`src/rtl/demux4_pkg.sv`:
```
// Shared types and frame geometry for the 4-channel TDM receiver.
// DEMUX4_PARITY_EN adds a fifth (even parity) slot to each frame.
package demux4_pkg;

   typedef enum logic {
      HUNT,
      LOCKED
   } rx_state_t;

   localparam int SLOT_W = 3;
   localparam int MISS_W = 4;

`ifdef DEMUX4_PARITY_EN
   localparam int FRAME_LEN = 5;
`else
   localparam int FRAME_LEN = 4;
`endif

   localparam logic [SLOT_W-1:0] LAST_SLOT = SLOT_W'(FRAME_LEN - 1);

endpackage

```
`src/rtl/demux4_slot_ctr.sv`:
```
// Modulo-FRAME_LEN slot counter with advance, load-to-1 and clear.
// Priority: clear, then load-to-1, then advance.
module demux4_slot_ctr
   import demux4_pkg::*;
(
   input  logic              clk,
   input  logic              rst,
   input  logic              en,
   input  logic              load1,
   input  logic              clr,
   output logic [SLOT_W-1:0] slot
);

   always_ff @(posedge clk or posedge rst) begin
      if (rst) begin
         slot <= '0;
      end else if (clr) begin
         slot <= '0;
      end else if (load1) begin
         slot <= SLOT_W'(1);
      end else if (en) begin
         slot <= (slot == LAST_SLOT) ? '0 : slot + SLOT_W'(1);
      end
   end

endmodule

```
`src/rtl/demux4_tdm_rx.sv`:
```
// Serial TDM receiver: frames on sync and demultiplexes slots onto a..d.
// Define DEMUX4_PARITY_EN for a trailing even-parity slot and par_err.
module demux4_tdm_rx
   import demux4_pkg::*;
#(
   parameter int MISS_MAX = 3
) (
   input  logic              clk,
   input  logic              rst,
   input  logic              en,
   input  logic              din,
   input  logic              sync,
   output logic              a,
   output logic              b,
   output logic              c,
   output logic              d,
   output logic              valid,
   output logic              locked,
   output logic [SLOT_W-1:0] slot,
   output logic              err,
   output logic              par_err
);

   rx_state_t          state_q, state_d;
   logic [MISS_W-1:0]  miss_q, miss_d;
   logic [FRAME_LEN-1:0] shadow;
   logic               ctr_adv, ctr_load1, ctr_clr;
   logic               wr;
   logic [SLOT_W-1:0]  wr_idx;
   logic               done;
   logic               err_d;

   demux4_slot_ctr u_slot_ctr (
      .clk   (clk),
      .rst   (rst),
      .en    (ctr_adv),
      .load1 (ctr_load1),
      .clr   (ctr_clr),
      .slot  (slot)
   );

   always_ff @(posedge clk or posedge rst) begin
      if (rst) begin
         state_q <= HUNT;
         miss_q  <= '0;
      end else begin
         state_q <= state_d;
         miss_q  <= miss_d;
      end
   end

   always_comb begin
      state_d   = state_q;
      miss_d    = miss_q;
      ctr_adv   = 1'b0;
      ctr_load1 = 1'b0;
      ctr_clr   = 1'b0;
      wr        = 1'b0;
      wr_idx    = slot;
      done      = 1'b0;
      err_d     = 1'b0;
      if (en) begin
         unique case (state_q)
            HUNT: begin
               if (sync) begin
                  state_d   = LOCKED;
                  wr        = 1'b1;
                  wr_idx    = '0;
                  ctr_load1 = 1'b1;
                  miss_d    = '0;
               end
            end
            LOCKED: begin
               if (sync) begin
                  // Early sync restarts the frame at slot 0
                  err_d     = (slot != '0);
                  wr        = 1'b1;
                  wr_idx    = '0;
                  ctr_load1 = 1'b1;
                  miss_d    = '0;
               end else if (slot == '0 &&
                            miss_q == MISS_W'(MISS_MAX - 1)) begin
                  state_d = HUNT;
                  ctr_clr = 1'b1;
                  miss_d  = '0;
               end else begin
                  wr      = 1'b1;
                  ctr_adv = 1'b1;
                  done    = (slot == LAST_SLOT);
                  if (slot == '0) begin
                     miss_d = miss_q + MISS_W'(1);
                  end
               end
            end
            default: state_d = HUNT;
         endcase
      end
   end

   always_ff @(posedge clk or posedge rst) begin
      if (rst) begin
         shadow <= '0;
      end else begin
         for (int i = 0; i < FRAME_LEN; i++) begin
            if (wr && wr_idx == SLOT_W'(i)) begin
               shadow[i] <= din;
            end
         end
      end
   end

   always_ff @(posedge clk or posedge rst) begin
      if (rst) begin
         a       <= 1'b0;
         b       <= 1'b0;
         c       <= 1'b0;
         d       <= 1'b0;
         valid   <= 1'b0;
         err     <= 1'b0;
         par_err <= 1'b0;
      end else begin
         valid <= done;
         err   <= err_d;
`ifdef DEMUX4_PARITY_EN
         par_err <= done & (^{shadow[3:0], din});
`else
         par_err <= 1'b0;
`endif
         if (done) begin
            a <= shadow[0];
            b <= shadow[1];
            c <= shadow[2];
`ifdef DEMUX4_PARITY_EN
            d <= shadow[3];
`else
            d <= din;
`endif
         end
      end
   end

   assign locked = (state_q == LOCKED);

endmodule

```
`config.mk`:
```
export PLATFORM = sky130hd
export DESIGN_NAME = demux4_tdm_rx
export DESIGN_NICKNAME = d
export VERILOG_FILES = /design/src/rtl/demux4_pkg.sv /design/src/rtl/demux4_slot_ctr.sv /design/src/rtl/demux4_tdm_rx.sv
export SDC_FILE = /design/constraint.sdc
export NUM_CORES = 1
export LEC_CHECK = 0
export ABC_AREA = 0
export CAP_MARGIN = 20
export CORE_MARGIN = 2
export CORE_UTILIZATION = 50
export DETAILED_ROUTE_END_ITERATION = 12
export PLACE_DENSITY = 0.77
export SYNTH_ARGS = -nofsm -noshare
export SYNTH_HDL_FRONTEND = slang
export SYNTH_SLANG_ARGS = --single-unit
```
`constraint.sdc`:
```
create_clock -name clk -period 2 [get_ports clk]
set_input_delay 0.4 -clock clk [delete_from_list [all_inputs] [get_ports clk]]
set_output_delay 0.4 -clock clk [all_outputs]
set_load 0.02 [all_outputs]
```
# After elaboration in Yosys (flattened, before gate mapping)
# Cells that the tools add are included.
totals:
  register_bits: 17
  input_bits: 5
  out_inout_bits: 11
  word_cells: 61
op_classes:
  add_sub_neg: 2
  eq_ne: 6
  mux: 31
  bitwise: 1
  n_reduce_logical: 9
ops:
  columns: ["op", "n"]
  rows:
  - ["$mux W1", 19]
  - ["$mux W3", 6]
  - ["$mux W4", 4]
  - ["$pmux W4 S2", 1]
  - ["$eq A3 B2 Y1 const B", 2]
  - ["$logic_not A3 Y1", 2]
  - ["$reduce_bool A3 Y1", 2]
  - ["$add A4 B1 Y4 const B", 1]
  - ["$eq A4 B2 Y1 const B", 1]
  - ["$logic_and A1 B1 Y1", 4]
  - ["$ne A4 B2 Y1 const B", 1]
  - ["$add A3 B1 Y3 const B", 1]
  - ["$eq A3 B1 Y1 const B", 1]
  - ["$reduce_and A3 Y1", 1]
  - ["$ne A2 B2 Y1 const B", 1]
  - ["$pmux W1 S2", 1]
  - ["$not A1 Y1", 1]

# Depth between registers and ports, before layout
# Gate-level depths: netlist (run 1).
depth:
  depth_word: 9
  depth_mapped: 6
  depth_no_buf: 5

# Hierarchy
# From an unflattened synthesis (run 1), not the netlist that was laid out.
unflattened:
  cells_unflattened: 72
  area_unflattened_um2: 833.3
modules_own_cells:
  columns: ["module", "instances", "cells_per_inst", "area_per_inst_um2", "seq_area_each_um2"]
  rows:
  - ["demux4_tdm_rx", 1, 59, 685.7, 350.3]
  - ["demux4_slot_ctr", 1, 13, 147.6, 75.1]

# Least setup slack after synthesis (run 1)
# No wires, ideal clock.
synth_timing:
  path_kind: "register -> register"
  start: "register u_slot_ctr.slot[0]"
  end: "register shadow[0]"
  setup_ns: 0.128
  t_arrival_ns: 1.576
  t_required_ns: 1.872
  setup_slack_ns: 0.297
  stages_incl_launch_ff: 7
  n_path_buf: 1
  period_less_slack_ns: 1.703
  path_cell_list: "dfrtp_1 > inv_1 > ha_1 > nand4bb_1 > buf_2 > a41oi_1 > mux2_1"
synth_via:
  elab_chain_cells: 7
  word_cells_on_any_way: 10
  classes_between: "6 x mux; 4 x reduce/logical"
synth_rtl:
  columns: ["element", "line", "text"]
  rows:
  - ["start, declared", "demux4_slot_ctr.sv:11", "output logic [SLOT_W-1:0] slot"]
  - ["start signal, assigned", "demux4_slot_ctr.sv:22", "slot <= (slot == LAST_SLOT) ? '0 : slot + SLOT_W'(1);"]
  - ["$logic_not A3 Y1", "demux4_tdm_rx.sv:81", "end else if (slot == '0 &&"]
  - ["$logic_and A1 B1 Y1", "demux4_tdm_rx.sv:81", null]
  - ["$mux W1", "demux4_tdm_rx.sv:81", null]
  - ["$mux W1", "demux4_tdm_rx.sv:74", "if (sync) begin"]
  - ["$pmux W1 S2", "demux4_tdm_rx.sv:63", "unique case (state_q)"]
  - ["$mux W1", "demux4_tdm_rx.sv:62", "if (en) begin"]
  - ["$logic_and A1 B1 Y1 (*)", "demux4_tdm_rx.sv:105", "if (wr && wr_idx == SLOT_W'(i)) begin"]
  - ["end signal, assigned by index", "demux4_tdm_rx.sv:106", "shadow[i] <= din;"]
  - ["end, declared", "demux4_tdm_rx.sv:26", "logic [FRAME_LEN-1:0] shadow;"]
# Every way passes the cells marked *; elsewhere a longest branch is shown, timed or not.
# A chain may end at the register's enable or synchronous reset.

# Worst setup path after layout (run 1)
layout_timing:
  start: "register state_q, in the netlist locked"
  end: "output port locked"
layout_rtl:
  columns: ["element", "line", "text"]
  rows:
  - ["start, declared", "demux4_tdm_rx.sv:24", "rx_state_t state_q, state_d;"]
  - ["start signal, assigned", "demux4_tdm_rx.sv:47", "state_q <= state_d;"]
  - ["end, declared", "demux4_tdm_rx.sv:18", "output logic locked,"]
# No word-level cell between the ends.

==> metrics, run 1 <==
Resized Gates After CTS=0; P_leak=0.000509 uW; worst path arrival time=1450 ps; launching point of the worst reg2reg path=u_slot_ctr.slot[1]$_DFFE_PP0P_; Area growth, synth to finish=24.3%; Req. time, crit path=1600 ps; Worst Reg-to-Reg Cells=6; number of flip-flops in the largest register=4; hold_buf cts=0; transition time of the tightest slew-check pin=651 ps; final antenna-violating net count=0; share of final-layout standard cells stronger than drive strength 1=15.0%; TNS Setup=0 ps; final critical path time including I/O delays and setup=1850 ps; global-route wire length before repair=2950 um; number of failing hold endpoints at the final stage=0; Remaining DRCs=0; number of filler instances in the final layout=132; post-synthesis instance area=895 sq um; DR vias=673; starting utilization of the core area=52.4%; Core ar.=0.00171 sq mm; Iteration-0 DRC Markers=4; number of search-and-repair iterations in the first detailed-routing pass=4; sequential share of the synthesized area=47.6%; Unique masters post-synth=32; CP max stage delay=660 ps; Final Skew=4.91 ps; leftover overflow at the end of global routing=0; max-slew headroom at the worst pin=56.6%; total track usage=19.9%; Regs by FF count=miss_q (4), shadow (3), u_slot_ctr.slot (3); number of sinks driven by the clock tree=17; post-CTS setup buffer count=0; cell count after synthesis=80; Sequential Area=425 sq um; pin count of the biggest net entering global routing=18; CP Capture Type=output port; largest register by flop count=miss_q; via/cell ratio=5.38; final routed wirelength across all metal layers=1750 um; post-synthesis sequential element count=17; final setup fails=0; Net count, final=110; Post-Place Cell Area=0.00109 sq mm; critical path start-end classification=register to output port; CTS root buffer=sky130_fd_sc_hd__clkbuf_4; startpoint types=register; per-cell routed wire length=14.0 um; num ports=16; width of the die=46.3 um; number of max-cap violations=0; cell area after layout=0.00111 sq mm; H-tree depth reported by CTS=1; Synth Net Count=89; DP HPWL=1280 um; fraction of the cycle the final worst path needs=92.6%; CP top delay family=buffers and inverters; maximum clock frequency=0.540 GHz; unrepaired setup endpoints after global routing=false; CTS max path bufs=2; number of buffer and inverter stages on the critical path=1; number of pins exceeding their max-slew limit in the final report=0; number of rows in the core area=15; syn_area_per_cell=11.2 sq um; start point of the critical path=locked$_DFFE_PP0P_; vias in the first global route=678; Reg2Reg Capture Point=shadow[2]$_DFFE_PP0P_; critical path, cell by cell=clkdlybuf4s50_1; area used by multi-input combinational logic=414 sq um; Die Span Y=46.3 um; power per standard cell area=1150 mW/mm^2; initial antenna violation count=0; insertion delay of the later-clocked pin in the worst-skew pair=280 ps; CTS clk-pin slew, worst paths=100 ps; Port Buffers=14; CP Depth=1; run status=complete, no violations; yosys synthesis warning count=0; final weighted congestion in routability-driven placement=0.892; minimum setup slack among reg-to-reg paths=310 ps; Min-Delay Path Class=input pin to async pin; post-route worst hold slack=491 ps; VDD IR max=0.815 mV; diode insertion count for antenna repair=0; worst setup path endpoint=locked; CTS Buf Count=3; crit path max-delay cell type=sky130_fd_sc_hd__clkdlybuf4s50_1; CTS tree=built; Die Area=0.00214 sq mm; CP max FO=10
layer usage:
layer,track usage (%),up-vias,part of all wire (%)
met4,10.3,0,1.8
met5,0,-,0
li1,-,326,-
met1,27.2,326,49
met3,3.53,5,3.9
met2,30.0,16,45
where the power goes:
| part | switching (uW) | internal [uW] | total, uW |
|---|---|---|---|
| registers | 86.4 | 449 | 536 |
| logic | 276 | 287 | 563 |
| clock network | 104 | 77.4 | 182 |
| total | 467 | 814 | 1280 |
area by class of cell:
cell class	count	area share [%]
multi-input cells	50	37.2
repair buffers	19	16.0
flip-flops and latches	17	38.2
inverters	10	3.37
well taps	25	2.81
clock buffers	4	2.36
layout by cell type (no fill, tap or decap):
cell type / Yosys / routed
sky130_fd_sc_hd__and4bb_4: 1 / 1
sky130_fd_sc_hd__o211ai_1: 1 / 1
sky130_fd_sc_hd__nand4b_1: 1 / 1
sky130_fd_sc_hd__o41ai_1: 1 / 1
sky130_fd_sc_hd__o21ai_0: 2 / 2
sky130_fd_sc_hd__and4b_2: 1 / 1
sky130_fd_sc_hd__a211oi_1: 1 / 1
sky130_fd_sc_hd__nand2_1: 4 / 4
sky130_fd_sc_hd__a21oi_1: 3 / 3
sky130_fd_sc_hd__mux2_1: 3 / 3
sky130_fd_sc_hd__nand4_1: 2 / 2
sky130_fd_sc_hd__clkbuf_4: 0 / 3
sky130_fd_sc_hd__nand2b_1: 2 / 2
sky130_fd_sc_hd__nor3b_1: 1 / 1
sky130_fd_sc_hd__or2b_1: 1 / 1
sky130_fd_sc_hd__o2bb2ai_1: 2 / 2
sky130_fd_sc_hd__o22ai_1: 3 / 3
sky130_fd_sc_hd__nor2_1: 2 / 2
sky130_fd_sc_hd__and3_1: 1 / 1
sky130_fd_sc_hd__nand4bb_1: 1 / 1
sky130_fd_sc_hd__and2_1: 1 / 1
sky130_fd_sc_hd__conb_1: 1 / 1
sky130_fd_sc_hd__dfrtp_1: 17 / 17
sky130_fd_sc_hd__ha_1: 4 / 4
sky130_fd_sc_hd__clkbuf_1: 0 / 1
sky130_fd_sc_hd__nand3_4: 1 / 1
sky130_fd_sc_hd__mux2_4: 4 / 4
sky130_fd_sc_hd__buf_4: 1 / 5
sky130_fd_sc_hd__a41oi_1: 1 / 1
sky130_fd_sc_hd__inv_1: 10 / 10
sky130_fd_sc_hd__clkdlybuf4s50_1: 0 / 14
sky130_fd_sc_hd__nand3_1: 2 / 2
sky130_fd_sc_hd__o31ai_1: 3 / 3
through the flow:
stage	cells	power [uW]	utilization (%)	setup WS (ps)
after global routing	125	1380	65.1	64.2
final	125	1280	65.1	148
after floorplan	80	882	-	297
after detailed placement	121	1110	63.6	140
after global placement	121	1090	63.6	155
after CTS	125	1290	65.1	138
synthesized netlist by cell type:
cell / instances / area (sq um)
sky130_fd_sc_hd__inv_1: 10 / 37.5
sky130_fd_sc_hd__o21ai_0: 2 / 10.0
sky130_fd_sc_hd__nand3_4: 1 / 17.5
sky130_fd_sc_hd__buf_4: 1 / 7.51
sky130_fd_sc_hd__a211oi_1: 1 / 7.51
sky130_fd_sc_hd__dfrtp_1: 17 / 425
sky130_fd_sc_hd__a41oi_1: 1 / 8.76
sky130_fd_sc_hd__a21oi_1: 3 / 15.0
sky130_fd_sc_hd__nor2_1: 2 / 7.51
sky130_fd_sc_hd__nand4b_1: 1 / 8.76
sky130_fd_sc_hd__o31ai_1: 3 / 22.5
sky130_fd_sc_hd__nand3_1: 2 / 10.0
sky130_fd_sc_hd__buf_2: 1 / 5.00
sky130_fd_sc_hd__nand4bb_1: 1 / 11.3
sky130_fd_sc_hd__nand4_1: 2 / 12.5
sky130_fd_sc_hd__and4bb_4: 1 / 16.3
sky130_fd_sc_hd__nand2_1: 4 / 15.0
sky130_fd_sc_hd__and3_1: 1 / 6.26
sky130_fd_sc_hd__o22ai_1: 3 / 18.8
sky130_fd_sc_hd__o2bb2ai_1: 2 / 17.5
sky130_fd_sc_hd__mux2_4: 4 / 60.1
sky130_fd_sc_hd__nor3b_1: 1 / 7.51
sky130_fd_sc_hd__clkbuf_2: 1 / 5.00
sky130_fd_sc_hd__or2b_1: 1 / 7.51
sky130_fd_sc_hd__and2_1: 1 / 6.26
sky130_fd_sc_hd__conb_1: 1 / 3.75
sky130_fd_sc_hd__nand2b_1: 2 / 12.5
sky130_fd_sc_hd__ha_1: 4 / 50.1
sky130_fd_sc_hd__o41ai_1: 1 / 8.76
sky130_fd_sc_hd__o211ai_1: 1 / 7.51
sky130_fd_sc_hd__mux2_1: 3 / 33.8
sky130_fd_sc_hd__and4b_2: 1 / 11.3
cells by family after synthesis:
kind of cell             Yosys count  share of synthesized area, %
adder cells (fa/ha/maj)            4                          5.59
AO/OA/AOI/OAI                     17                          13.0
other                              1                         0.419
flip-flops                        17                          47.6
multiplexers                       7                          10.5
buffers and inverters             13                          6.15
AND/OR/NAND/NOR                   21                          16.8
how the worst min path moves through the flow:
stage | slack [ps] | start | end
after floorplan | 330 | rst | a$_DFFE_PP0P_
after global placement | 480 | shadow[2]$_DFFE_PP0P_ | shadow[2]$_DFFE_PP0P_
after detailed placement | 480 | shadow[0]$_DFFE_PP0P_ | shadow[0]$_DFFE_PP0P_
after CTS | 510 | rst | miss_q[1]$_DFFE_PP0P_
after global routing | 540 | miss_q[3]$_DFFE_PP0P_ | miss_q[3]$_DFFE_PP0P_
final | 490 | rst | miss_q[1]$_DFFE_PP0P_
No activity file was read; power rests on OpenSTA's default activity.
==> run 2: changes to the inputs <==
- CORE_ASPECT_RATIO: not set -> 0.9
==> metrics, run 2 (same netlist as run 1, synthesis figures left out) <==
start point of the critical path=locked$_DFFE_PP0P_; final routed wirelength across all metal layers=1520 um (-13%); pin count of the biggest net entering global routing=18 (unchanged); Final Skew=5.77 ps (+0.856 ps); leftover overflow at the end of global routing=0 (unchanged); TNS Setup=0 ps (unchanged); max-slew headroom at the worst pin=59.3% (+2.7 points); CTS Buf Count=3 (unchanged); per-cell routed wire length=12.4 um (-11%); CTS max path bufs=2 (unchanged); P_leak=0.000504 uW (-1.0%); number of failing hold endpoints at the final stage=0 (unchanged); CTS root buffer=sky130_fd_sc_hd__clkbuf_4; CP Capture Type=output port; post-CTS setup buffer count=0 (unchanged); vias in the first global route=558 (-18%); global-route wire length before repair=2520 um (-15%); Die Area=0.00214 sq mm (about the same); share of final-layout standard cells stronger than drive strength 1=14.1% (-0.86 points); worst slack, placed=163 ps (+23.2 ps); number of pins exceeding their max-slew limit in the final report=0 (unchanged); number of search-and-repair iterations in the first detailed-routing pass=4 (unchanged); unrepaired setup endpoints after global routing=false; number of buffer and inverter stages on the critical path=1 (unchanged); number of sinks driven by the clock tree=17 (unchanged); num ports=16 (unchanged); fraction of the cycle the final worst path needs=92.5% (-0.14 points); DP HPWL=1140 um (-11%); hold_buf cts=0 (unchanged); Regs by FF count=miss_q (4), shadow (3), u_slot_ctr.slot (3); commonest non-fill, non-tap cell in the layout=sky130_fd_sc_hd__dfrtp_1; DR vias=657 (-2.4%); CP max stage delay=660 ps (about the same); critical path start-end classification=register to output port; Net count, final=109 (-0.91%); highest-count cells in the layout ignoring fill and taps=sky130_fd_sc_hd__dfrtp_1 (17), sky130_fd_sc_hd__clkdlybuf4s50_1 (14), sky130_fd_sc_hd__inv_1 (10); diode insertion count for antenna repair=0 (unchanged); CP max FO=10 (unchanged); width of the die=48.6 um (+4.9%); Remaining DRCs=0 (unchanged); startpoint types=register; Worst Reg-to-Reg Cells=6 (unchanged); Area growth, synth to finish=23.4%; largest register by flop count=miss_q; final antenna-violating net count=0 (unchanged); final weighted congestion in routability-driven placement=0.793 (-11%); final critical path time including I/O delays and setup=1850 ps (-2.84 ps); initial antenna violation count=0 (unchanged); Min-Delay Path Class=input pin to async pin; Core ar.=0.00168 sq mm (-1.5%); Req. time, crit path=1600 ps (about the same); Port Buffers=14 (unchanged); insertion delay of the later-clocked pin in the worst-skew pair=280 ps (about the same); Resized Gates After CTS=0 (unchanged); number of rows in the core area=14 (-1); number of filler instances in the final layout=145 (+9.8%); Die Span Y=44.1 um (-4.7%); Iteration-0 DRC Markers=16 (+12); CTS tree=built; CP top delay family=buffers and inverters; transition time of the tightest slew-check pin=610 ps (-40.2 ps); worst path arrival time=1450 ps (about the same); maximum clock frequency=0.541 GHz (+0.15%); number of max-cap violations=0 (unchanged); CTS clk-pin slew, worst paths=100 ps (about the same); final setup fails=0 (unchanged); Setup WS post-layout=151 ps (+2.84 ps); starting utilization of the core area=53.2% (+0.82 points); H-tree depth reported by CTS=1 (unchanged); launching point of the worst reg2reg path=u_slot_ctr.slot[1]$_DFFE_PP0P_; crit path max-delay cell type=sky130_fd_sc_hd__clkdlybuf4s50_1; minimum setup slack among reg-to-reg paths=200 ps (-110 ps); critical path, cell by cell=clkdlybuf4s50_1; via/cell ratio=5.34 (-0.79%); VDD IR max=0.961 mV (+18%); Reg2Reg Capture Point=shadow[1]$_DFFE_PP0P_; power per standard cell area=1150 mW/mm^2 (-0.48%); number of flip-flops in the largest register=4 (unchanged); run status=complete, no violations; total track usage=15.7% (-4.3 points)
-- run 2: area by class of cell --
class                   instances  area [sq um]  share of cell area [%]
flip-flops and latches         17           425                    38.5
multi-input cells              50           414                    37.5
repair buffers                 18           170                    15.4
inverters                      10          37.5                    3.40
well taps                      24          30.0                    2.72
clock buffers                   4          26.3                    2.38
-- run 2: worst max-delay path by stage --
stage,cells after the start,to,slack [ps]
3_5_place_dp,4,shadow[1]$_DFFE_PP0P_,160
4_1_cts,1,locked,150
5_1_grt,1,locked,70
3_3_place_gp,4,shadow[1]$_DFFE_PP0P_,190
2_1_floorplan,6,shadow[0]$_DFFE_PP0P_,300
6_report,1,locked,150
-- run 2: per-stage QoR --
stage	cell area (sq um)	power (uW)	hold slack, ps	std cells	util [%]
2_1_floorplan	895	882	326	80	-
3_3_place_gp	1080	1080	474	119	64.1
3_5_place_dp	1080	1090	488	119	64.1
4_1_cts	1100	1270	509	123	65.6
5_1_grt	1100	1350	525	123	65.6
6_report	1100	1260	487	123	65.6
-- run 2: report_power, final --
group	leakage (uW)	internal [uW]	switching, uW
clock network	0.0000150	77.2	99.0
logic	0.000273	286	271
registers	0.000216	449	82.2
total	0.000504	813	452
-- run 2: per-layer routing --
metal	share of wire, %	track usage [%]	vias up
li1	-	-	323
met1	55	24.7	316
met2	39	20.6	16
met3	4.8	3.38	2
met4	0.85	6.86	0
met5	0	0	-
==> run 3: changes to the inputs <==
- REMOVE_ABC_BUFFERS: not set -> 1
==> metrics, run 3 (same netlist as run 1, synthesis figures left out) <==
insertion delay of the later-clocked pin in the worst-skew pair=290 ps (about the same); post-CTS setup buffer count=0 (unchanged); CTS clk-pin slew, worst paths=90 ps (about the same); hold_buf cts=0 (unchanged); final setup fails=0 (unchanged); Core ar.=0.00168 sq mm (unchanged); global-route wire length before repair=2820 um (+12%); TNS Setup=0 ps (unchanged); vias in the first global route=614 (+10%); commonest non-fill, non-tap cell in the layout=sky130_fd_sc_hd__dfrtp_1; CP top delay family=buffers and inverters; CP max FO=9 (-1); Net count, final=109 (unchanged); Min-Delay Path Class=input pin to async pin; CP max stage delay=660 ps (about the same); Area growth, synth to finish=23.4% (unchanged); final routed wirelength across all metal layers=1630 um (+7.0%); DP HPWL=1220 um (+7.3%); per-cell routed wire length=13.3 um (+7.0%); diode insertion count for antenna repair=0 (unchanged); Die Span Y=44.1 um (unchanged); largest register by flop count=miss_q; width of the die=48.6 um (unchanged); number of failing hold endpoints at the final stage=0 (unchanged); number of filler instances in the final layout=132 (-9.0%); highest-count cells in the layout ignoring fill and taps=sky130_fd_sc_hd__dfrtp_1 (17), sky130_fd_sc_hd__clkdlybuf4s50_1 (14), sky130_fd_sc_hd__inv_1 (10); via/cell ratio=5.40 (+1.1%); power after layout=1270 uW (+0.10%); fraction of the core area covered by cells at the end of the flow=65.6% (unchanged); number of buffer and inverter stages on the critical path=1 (unchanged); run status=complete, no violations; number of flip-flops in the largest register=4 (unchanged); Req. time, crit path=1600 ps (about the same); number of pins exceeding their max-slew limit in the final report=0 (unchanged); DR vias=664 (+1.1%); transition time of the tightest slew-check pin=623 ps (+12.3 ps); critical path start-end classification=register to output port; worst path arrival time=1460 ps (about the same); Resized Gates After CTS=0 (unchanged); H-tree depth reported by CTS=1 (unchanged); maximum clock frequency=0.536 GHz (-0.80%); leftover overflow at the end of global routing=0 (unchanged); share of final-layout standard cells stronger than drive strength 1=14.1% (unchanged); CTS tree=built; CTS max path bufs=2 (unchanged); startpoint types=register; Port Buffers=14 (unchanged); number of sinks driven by the clock tree=17 (unchanged); crit path max-delay cell type=sky130_fd_sc_hd__clkdlybuf4s50_1; CP Capture Type=output port; critical path, cell by cell=clkdlybuf4s50_1; total track usage=18.1% (+2.5 points); unrepaired setup endpoints after global routing=false; number of search-and-repair iterations in the first detailed-routing pass=4 (unchanged); CTS root buffer=sky130_fd_sc_hd__clkbuf_4; P_leak=0.000504 uW (-0.11%); final weighted congestion in routability-driven placement=0.783 (-1.2%); number of rows in the core area=14 (unchanged); Remaining DRCs=0 (unchanged); initial antenna violation count=0 (unchanged); CTS Buf Count=3 (unchanged); Iteration-0 DRC Markers=18 (+2); pin count of the biggest net entering global routing=18 (unchanged); Die Area=0.00214 sq mm (unchanged); final critical path time including I/O delays and setup=1860 ps (+14.9 ps); Regs by FF count=miss_q (4), shadow (3), u_slot_ctr.slot (3); VDD IR max=0.984 mV (+2.4%); final antenna-violating net count=0 (unchanged); fraction of the cycle the final worst path needs=93.2% (+0.74 points); power per standard cell area=1150 mW/mm^2 (+0.10%); number of max-cap violations=0 (unchanged); max-slew headroom at the worst pin=58.4% (-0.82 points); Final Skew=2.01 ps (-3.76 ps); starting utilization of the core area=53.2% (unchanged); num ports=16 (unchanged)
==> run 3: power by group <==
group          leakage (uW)  switching, uW  internal, uW
logic              0.000272            259           280
clock network     0.0000150            105          77.5
registers          0.000216           95.2           449
total              0.000504            459           807
==> run 3: metrics by stage <==
stage	hold WS [ps]	instance area, sq um	worst slack, ps	std cells
final	484	1100	136	123
after global routing	521	1100	75.5	123
after floorplan	326	877	168	77
after CTS	496	1100	131	123
after global placement	473	1080	219	119
after detailed placement	488	1080	190	119
==> run 3: layout make-up <==
| type | instances | area, sq um | area share, % |
|---|---|---|---|
| flip-flops and latches | 17 | 425 | 38.5 |
| multi-input cells | 50 | 414 | 37.5 |
| repair buffers | 18 | 170 | 15.4 |
| inverters | 10 | 37.5 | 3.40 |
| well taps | 24 | 30.0 | 2.72 |
| clock buffers | 4 | 26.3 | 2.38 |
==> run 3: final timing paths <==
check / startpoint / end / slack (ps) / depth (start not counted)
max in group asynchronous: rst / d$_DFFE_PP0P_ / 1120 / 2
min in group clk: shadow[1]$_DFFE_PP0P_ / shadow[1]$_DFFE_PP0P_ / 510 / 1
min: rst / u_slot_ctr.slot[2]$_DFFE_PP0P_ / 480 / 2
min reg2reg: shadow[1]$_DFFE_PP0P_ / shadow[1]$_DFFE_PP0P_ / 510 / 1
max: u_slot_ctr.slot[2]$_DFFE_PP0P_ / slot[2] / 140 / 1
max reg2reg: u_slot_ctr.slot[0]$_DFFE_PP0P_ / shadow[0]$_DFFE_PP0P_ / 280 / 5
==> run 3: routing by layer <==
metal  global-route usage [%]  vias up  part of all wire [%]
met5                        0        -                     0
met4                     9.14        0                   1.7
li1                         -      325                     -
met2                     27.2       18                    41
met3                     6.42        4                   5.8
met1                     23.7      317                    51
